`src/rtl/pos_cell_access_ctrl.sv`:
```
// Cell position memory controller: streams a whole cell to the force side and
// serialises motion-update writes onto the same single-port RAM, reads first.
module pos_cell_access_ctrl #(
    parameter int DATA_WIDTH   = 96,
    parameter int PARTICLE_NUM = 220,
    parameter int ADDR_WIDTH   = 8
) (
    input  logic                  clk,
    input  logic                  rst,
    input  logic                  rd_start,
    output logic                  rd_busy,
    output logic                  rd_done,
    output logic [ADDR_WIDTH-1:0] particle_count,
    output logic                  out_valid,
    output logic [DATA_WIDTH-1:0] out_data,
    output logic [ADDR_WIDTH-1:0] out_particle_id,
    output logic                  out_last,
    input  logic                  wr_req,
    input  logic [ADDR_WIDTH-1:0] wr_addr,
    input  logic [DATA_WIDTH-1:0] wr_data,
    output logic                  wr_ack,
    output logic [ADDR_WIDTH-1:0] mem_address,
    output logic [DATA_WIDTH-1:0] mem_data,
    output logic                  mem_rden,
    output logic                  mem_wren,
    input  logic [DATA_WIDTH-1:0] mem_q
);

    localparam logic [ADDR_WIDTH-1:0] MAX_COUNT = ADDR_WIDTH'(PARTICLE_NUM - 1);

    typedef enum logic [2:0] {
        IDLE,
        RD_CNT,
        WAIT_CNT,
        STREAM,
        DRAIN,
        DONE
    } state_e;

    state_e                state_q, state_d;
    logic                  phase_q, phase_d;
    logic [ADDR_WIDTH-1:0] count_q, count_d;
    logic [ADDR_WIDTH-1:0] mem_address_q, mem_address_d;
    logic [DATA_WIDTH-1:0] mem_data_q, mem_data_d;
    logic                  mem_rden_q, mem_rden_d;
    logic                  mem_wren_q, mem_wren_d;
    logic                  vld1_q, vld1_d;
    logic                  vld2_q, vld2_d;
    logic [ADDR_WIDTH-1:0] id1_q, id1_d;
    logic [ADDR_WIDTH-1:0] id2_q, id2_d;

    logic [ADDR_WIDTH-1:0] count_clamped;
    logic                  write_grant;

    always_comb begin
        count_clamped = mem_q[ADDR_WIDTH-1:0];
        if (mem_q[ADDR_WIDTH-1:0] > MAX_COUNT) begin
            count_clamped = MAX_COUNT;
        end
    end

    // A read request in the same cycle always takes the port; the write waits.
    always_comb begin
        write_grant = (state_q == IDLE) && wr_req && !rd_start && !rst;
    end

    always_ff @(posedge clk) begin
        if (rst) begin
            state_q       <= IDLE;
            phase_q       <= 1'b0;
            count_q       <= '0;
            mem_address_q <= '0;
            mem_data_q    <= '0;
            mem_rden_q    <= 1'b0;
            mem_wren_q    <= 1'b0;
            vld1_q        <= 1'b0;
            vld2_q        <= 1'b0;
            id1_q         <= '0;
            id2_q         <= '0;
        end else begin
            state_q       <= state_d;
            phase_q       <= phase_d;
            count_q       <= count_d;
            mem_address_q <= mem_address_d;
            mem_data_q    <= mem_data_d;
            mem_rden_q    <= mem_rden_d;
            mem_wren_q    <= mem_wren_d;
            vld1_q        <= vld1_d;
            vld2_q        <= vld2_d;
            id1_q         <= id1_d;
            id2_q         <= id2_d;
        end
    end

    // Memory controls are registered, so they are decided on the transition
    // into the state that owns them.
    always_comb begin
        state_d       = state_q;
        phase_d       = 1'b0;
        count_d       = count_q;
        mem_address_d = mem_address_q;
        mem_data_d    = mem_data_q;
        mem_rden_d    = 1'b0;
        mem_wren_d    = 1'b0;
        case (state_q)
            IDLE: begin
                if (rd_start) begin
                    state_d       = RD_CNT;
                    mem_rden_d    = 1'b1;
                    mem_address_d = '0;
                end else if (write_grant) begin
                    mem_wren_d    = 1'b1;
                    mem_address_d = wr_addr;
                    mem_data_d    = wr_data;
                end
            end
            RD_CNT: begin
                state_d = WAIT_CNT;
            end
            WAIT_CNT: begin
                if (!phase_q) begin
                    phase_d = 1'b1;
                end else begin
                    count_d = count_clamped;
                    if (count_clamped == '0) begin
                        state_d = DONE;
                    end else begin
                        state_d       = STREAM;
                        mem_rden_d    = 1'b1;
                        mem_address_d = ADDR_WIDTH'(1);
                    end
                end
            end
            STREAM: begin
                if (mem_address_q == count_q) begin
                    state_d = DRAIN;
                end else begin
                    mem_rden_d    = 1'b1;
                    mem_address_d = mem_address_q + ADDR_WIDTH'(1);
                end
            end
            DRAIN: begin
                if (!phase_q) begin
                    phase_d = 1'b1;
                end else begin
                    state_d = DONE;
                end
            end
            DONE: begin
                state_d = IDLE;
            end
            default: begin
                state_d = IDLE;
            end
        endcase
    end

    // Two-stage tag pipeline lines the particle id up with the RAM read latency.
    always_comb begin
        vld1_d = (state_q == STREAM) && mem_rden_q;
        id1_d  = mem_address_q;
        vld2_d = vld1_q;
        id2_d  = id1_q;
    end

    always_comb begin
        rd_busy         = (state_q != IDLE) && (state_q != DONE);
        rd_done         = (state_q == DONE);
        particle_count  = count_q;
        out_valid       = vld2_q;
        out_data        = vld2_q ? mem_q : '0;
        out_particle_id = vld2_q ? id2_q : '0;
        out_last        = vld2_q && (id2_q == count_q);
        wr_ack          = write_grant;
        mem_address     = mem_address_q;
        mem_data        = mem_data_q;
        mem_rden        = mem_rden_q;
        mem_wren        = mem_wren_q;
    end

endmodule

```
`config.mk`:
```
export PLATFORM = sky130hd
export DESIGN_NAME = pos_cell_access_ctrl
export DESIGN_NICKNAME = d
export VERILOG_FILES = /design/src/rtl/pos_cell_access_ctrl.sv
export SDC_FILE = /design/constraint.sdc
export NUM_CORES = 1
export LEC_CHECK = 0
export ABC_AREA = 1
export BUFFER_PORTS_ARGS = -buffer_cell sky130_fd_sc_hd__clkbuf_2
export CAP_MARGIN = 20
export CORE_AREA = 5 5 164 166
export DETAILED_ROUTE_END_ITERATION = 7
export DIE_AREA = 0 0 169 171
export PLACE_DENSITY = 0.52
export SLEW_MARGIN = 20
export SYNTH_ARGS = -nofsm -noshare
export SYNTH_HDL_FRONTEND = slang
export SYNTH_SLANG_ARGS = --single-unit
```
`constraint.sdc`:
```
create_clock -name clk -period 1.8 [get_ports clk]
set_input_delay 0.36 -clock clk [delete_from_list [all_inputs] [get_ports clk]]
set_output_delay 0.36 -clock clk [all_outputs]
set_load 0.005 [all_outputs]
```
==> results_dict.tcl, run 1 <==
set metrics [dict create \
    synth-main-ff-cell "dfxtp_1" \
    yosysWarnings 0 \
    power_density_nw_per_um2 1130 \
    dp_hpwl_um 19900 \
    hp-start "wr_data[76]" \
    portBuffers 426 \
    reg2reg_depth 10 \
    die-area_um2 28900 \
    num-nets-final 1558 \
    hold_depth 3 \
    setup_tns_ns 0 \
    min_to "mem_data[76]" \
    fmax_mhz 574 \
    grt_antenna_before_repair 0 \
    netlist_top_cells_count "nor2_1, nand2_1, inv_1" \
    drtIter0Drc 404 \
    end_kind "output pin" \
    fin_worst_skew_ns 0.0107 \
    syn_nets 1128 \
    grt_overflow 0 \
    diodes 0 \
    cpMaxStageDelayCell "dfxtp_4" \
    drive_above_1_share 0.392 \
    cp_max_fo 30 \
    synth_top_area_frac 0.445 \
    ir_worst_vdd_uv 519 \
    critical_path_class "flop to output pin" \
    totalPowerFinal_uw 10800 \
    r2r_end "mem_address[2]" \
    synth_cell_type_count 36 \
    grt_pass1_wl_um 38200 \
    drc 0 \
    slew_viol_final 0 \
    cts_hold_buf 0 \
    synth_area_leader_cell "dfxtp_1" \
    synth_edf_count 0 \
    finalCritPeriodShare 0.968 \
    routabilityCongestion 0.835 \
    die_x_um 169 \
    syn_area_per_cell_um2 6.62 \
    die_y_um 171 \
    dr.pass1.iters 4 \
    finalSetupViolCount 0 \
    synthTopCellsByArea "dfxtp_1, nor2_1, nand2_1" \
    wirelength_um 25700 \
    ioPinCount 427 \
    nFillCells 2761 \
    status "complete, no violations" \
    grt_pass1_vias 6945 \
    wl_met1_um 9850 \
    syn_inst 923 \
    clk_pin_slew_worst_paths_ns 0.07 \
    num_vias 7080 \
    worst-endpoint-arrival_ns 1.38 \
    hp-class "input pin to flop" \
    worst-path-stages 4 \
    final_antenna_net_count 0 \
    rsz0062_at_grt "yes" \
    fin_util 0.374 \
    ctsLongestPathBuffers 2 \
    maxCapViolCount 0 \
    routedWlPerCell_um 15.1 \
    routed.top_layer "met4" \
    worst_pin_slew_ns 0.384 \
    worst_skew_pair.late_latency_ns 0.41 \
    core_area_um2 25500 \
    met2WireLength_um 13000 \
    hold_viol 0 \
    cp.buffers_inverters 3 \
    yosysSeqAreaShare 0.445 \
    fin_crit_ns 1.74 \
    numClockSinks 136 \
    synthArstFlopShare 0 \
    r2r-start "state_q[1]" \
    start_kind "flop" \
    syn_area_um2 6110 \
    start_util 0.240 \
    grt_use_total 0.167 \
    ys_ff_latch 136 \
    cts_root_buffer "clkbuf_16" \
    yosysMostFrequentCell "nor2_1" \
    htreeDepth 4 \
    grt_max_degree 77 \
    critical_path_required_ns 1.44 \
    cts_tree "built" \
    critPathMaxStageDelay_ns 0.41 \
    path_cells "bufbuf_16 -> nand2_1 -> inv_1 -> clkbuf_2" \
    p_leak_uw 0.00584 \
    reg2reg_slack_ns 0.24 \
    crit_family "buffers and inverters" \
    syn2layout_area_growth_pct 56.0 \
    place_area_um2 8630 \
    cts_buffers 17 \
    fin_area_um2 9540 \
    wl_met3_um 2450 \
    num_rows 59 \
    viasPerCell 4.16 \
    slew_headroom 0.743 \
]
==> power by group <==
group | total (uW) | switching, uW | internal (uW) | leakage (uW)
clock network | 3880 | 1410 | 2470 | 0.000319
registers | 3990 | 377 | 3610 | 0.00112
logic | 2920 | 1670 | 1260 | 0.00440
total | 10800 | 3450 | 7340 | 0.00584
==> layer usage <==
| layer | up-vias | track usage |
|---|---|---|
| li1 | 3626 | - |
| met3 | 17 | 0.0582 |
| met1 | 3154 | 0.188 |
| met4 | 0 | 0.0389 |
| met5 | - | 0 |
| met2 | 283 | 0.303 |
==> worst max-delay path by stage <==
stage / start / to / slack, ns
final: out_valid / out_data[56] / 0.06
after CTS: particle_count[6] / out_last / -0.04
after floorplan: out_valid / out_data[52] / 0.25
after detailed placement: rd_start / mem_data[58] / 0.08
after global routing: out_valid / out_data[51] / -0.04
after global placement: mem_q[5] / mem_address[3] / 0.11
==> flip-flops by register name (all words and copies together) (netlist names) <==
| signal | flops |
|---|---|
| mem_wren | 1 |
| id1_q | 8 |
| phase_q | 1 |
| particle_count | 8 |
| out_valid | 1 |
| mem_address | 8 |
| id2_q | 8 |
| mem_data | 96 |
| mem_rden | 1 |
| state_q | 3 |
| vld1_q | 1 |
==> final cells by class <==
class / instances / area, um2 / share of cell area
Clock inverter: 14 / 224 / 0.0235
Timing Repair Buffer: 459 / 2520 / 0.265
Multi-Input combinational cell: 589 / 2620 / 0.274
Sequential cell: 136 / 2760 / 0.289
Inverter: 150 / 571 / 0.0598
Clock buffer: 17 / 425 / 0.0446
Tap cell: 335 / 419 / 0.0440
==> through the flow <==
stage,hold slack [ns],std cells,setup slack (ns)
after CTS,0.145,1695,-0.0354
final,0.170,1700,0.0571
after detailed placement,0.382,1656,0.0828
after floorplan,0.388,923,0.246
after global routing,0.148,1700,-0.0373
after global placement,0.384,1656,0.111
==> placed cells by master (no fill, tap or decap), drive strengths merged, types with 2 or more instances in the layout <==
cell type	Yosys	final
bufinv	0	5
o21ai	110	110
xor2	2	2
xnor2	7	7
clkinv	0	7
a221oi	2	2
nor2	253	253
buf	19	32
dfxtp	136	136
a211oi	3	3
inv	150	152
a21oi	13	13
o211ai	2	2
nand4	2	2
nand2	171	171
nand3	15	15
clkbuf	29	443
nor3	2	2
==> tightest hold or removal path: stages <==
cell and delay, ns:
clkbuf_2 0.07, nor2_1 0.03, nor2_1 0.08
==> kinds of logic after synthesis <==
| logic type | after synthesis | synth area share |
|---|---|---|
| flops | 136 | 0.445 |
| buf+inv | 198 | 0.134 |
| fa+ha+maj | 1 | 0.00205 |
| simple gates | 444 | 0.289 |
| compound gates | 135 | 0.117 |
| xor+xnor | 9 | 0.0129 |
==> timing repair <==
item | 4_1_cts | 5_1_grt
gates resized for setup | 20 | 22
pin swaps | 6 | 7
cloned | 1 | 1
buffers inserted | 7 | 4
setup endpoints to repair | 61 | 34
(Power assumes the default switching activity.)
==> inputs of run 2 (changes only) <==
- ABC_AREA: 1 -> 0
- PLACE_DENSITY: 0.52 -> 0.51
==> results_dict.tcl, run 2 <==
set metrics [dict create \
    totalPowerFinal_uw 8470 \
    status "finished, violations left" \
    routabilityCongestion 0.870 \
    cp_max_fo 4 \
    cts_root_buffer "clkbuf_16" \
    portBuffers 426 \
    clk_pin_slew_worst_paths_ns 0.07 \
    rsz0062_at_grt "yes" \
    synthArstFlopShare 0 \
    r2r-start "state_q[1]" \
    start_kind "flop" \
    netlist_top_cells_count "nand2_1, dfxtp_1, a21oi_1, and2_1, clkbuf_1" \
    ctsLongestPathBuffers 2 \
    fin_crit_ns 1.99 \
    grt_use_total 0.175 \
    largest_register_ffs 96 \
    end_kind "output pin" \
    cpMaxStageDelayCell "dfxtp_2" \
    p_switching_uw 2500 \
    min_to "mem_data[11]" \
    power_switching_share 0.295 \
    routedWlPerCell_um 17.6 \
    fmax_mhz 502 \
    hold_depth 3 \
    syn_area_um2 5940 \
    hp-class "input pin to flop" \
    synthTopCellsByArea "dfxtp_1, nand2_1, and2_1" \
    finalSetupViolCount 1 \
    dp_hpwl_um 21400 \
    wirelength_um 27100 \
    maxCapViolCount 0 \
    power_density_nw_per_um2 898 \
    finalCritPeriodShare 1.11 \
    ys_ff_latch 136 \
    synth_top_area_frac 0.458 \
    final_cell_mix "clkbuf_2, nand2_1, dfxtp_1" \
    core_area_um2 25500 \
    p_int_uw 5980 \
    synth_area_leader_cell "dfxtp_1" \
    dr.pass1.iters 4 \
    drive_above_1_share 0.461 \
    cp.buffers_inverters 1 \
    path_cells "xor2_1 -> nor4_1 -> nand3_1 -> nor4_2 -> buf_2" \
    reg2reg_depth 6 \
    worst_pin_slew_ns 0.538 \
    syn_inst 739 \
    worst-endpoint-arrival_ns 1.63 \
    die_y_um 171 \
    synth-main-ff-cell "dfxtp_1" \
    die_x_um 169 \
    die-area_um2 28900 \
    cts_tree "built" \
    critPathMaxStageDelay_ns 0.36 \
    layout_commonest_cell "clkbuf_2" \
    grt_pass1_wl_um 39000 \
    slew_viol_final 0 \
    p_comb_frac 0.207 \
    synth_edf_count 0 \
    drc 0 \
    r2r_end "mem_address[2]" \
    violations "setup timing" \
    clock_power_share 0.395 \
    num-nets-final 1394 \
    seq_power_share 0.398 \
    syn_nets 944 \
    fin_util 0.371 \
    htreeDepth 4 \
    hp-start "wr_data[11]" \
    grt_overflow 0 \
    final_antenna_net_count 0 \
    yosysWarnings 0 \
    grt_pass1_vias 6545 \
    syn2layout_area_growth_pct 58.9 \
    num_rows 59 \
    viasPerCell 4.31 \
    slew_headroom 0.642 \
    yosysMostFrequentCell "nand2_1" \
    reg2reg_slack_ns 0.05 \
    fin_worst_skew_ns 0.0130 \
    ioPinCount 427 \
    ir_worst_vdd_uv 480 \
    numClockSinks 136 \
    num_vias 6632 \
    yosysSeqAreaShare 0.458 \
    worst_skew_pair.late_latency_ns 0.42 \
    synth_cell_type_count 45 \
    drtIter0Drc 255 \
    grt_antenna_before_repair 0 \
    grt_max_degree 47 \
    hold_viol 0 \
    critical_path_class "flop to output pin" \
    p_leak_uw 0.00466 \
    layout_setup_ws_ns -0.191 \
    crit_family "simple AND/OR/NAND/NOR gates" \
    critical_path_required_ns 1.44 \
    start_util 0.233 \
    syn_area_per_cell_um2 8.04 \
    cts_buffers 17 \
]
run 2: changes by cell type after synthesis, sizes merged, moves of 18 or more:
cell,change
a21oi,+94
o21ai,-101
inv,-143
nand2,+38
nor2,-240
and2,+107
nor2b,+18
run 2: worst reg2reg max path, cell delays in order (launching register included):
cell and delay [ns]:
dfxtp_4 0.36, buf_8 0.13, nor3b_4 0.15, a2111oi_4 0.37
o21ai_4 0.16, buf_4 0.17, o41ai_2 0.31
run 2: power groups by stage:
stage | sequential (uW) | combinational, uW | clock, uW
6_report | 3370 | 1750 | 3350
5_1_grt | 3400 | 1930 | 3590
4_1_cts | 3370 | 1680 | 3440
3_5_place_dp | 3440 | 1650 | 0
3_3_place_gp | 3430 | 1640 | 0
2_1_floorplan | 3470 | 800 | 0
run 2: stage by stage:
step                      setup TNS [ns]  setup slack, ns  std cells  hold WS, ns  cell area [um2]
final                             -0.191           -0.191       1538        0.156             9440
after global placement           -0.0638          -0.0501       1494        0.420             8640
after detailed placement          -0.115          -0.0584       1494        0.420             8640
after floorplan                        0            0.130        739        0.414             5940
after global routing              -0.362           -0.256       1537        0.136             9440
after CTS                         -0.268           -0.234       1529        0.133             9290
run 2: final cells by class:
class,instances,area (um2)
flip-flops and latches,136,2740
well taps,335,419
inverters,7,26.3
multi-input cells,542,2980
clock buffers,19,453
clock inverters,13,111
repair buffers,485,2710
diodes,1,2.50
fillers,2747,16000
run 2: cell families after synthesis:
logic type / synth area share
buf+inv: 0.0512
simple gates: 0.306
compound gates: 0.144
xor+xnor: 0.0337
fa+ha+maj: 0.00211
flops: 0.458
mux: 0.00421
run 2: worst max path at each step:
stage / start / endpoint / cells after the start
floorplan: mem_address[3] / mem_address[0] / 7
detailed placement: rst / mem_address[2] / 6
global route: particle_count[4] / out_last / 5
CTS: particle_count[3] / out_last / 5
finish: particle_count[4] / out_last / 5
global placement: rst / mem_address[0] / 6
run 2: routing by layer:
metal  global-route usage  share of wire  wire length [um]
met5                    0              0                 0
met4               0.0630          0.028               753
met3               0.0631          0.089              2420
met2                0.282           0.47             12700
met1                0.216           0.42             11300
run 2: what timing repair did:
action / CTS / global route
buffers inserted: 2 / 7
gates resized for setup: 19 / 28
pin swaps: 3 / 8
endpoints found under the setup margin: 9 / 57
cloned: 1 / 1
endpoints found under the hold margin: 0 / 0
hold buffers: 0 / 0
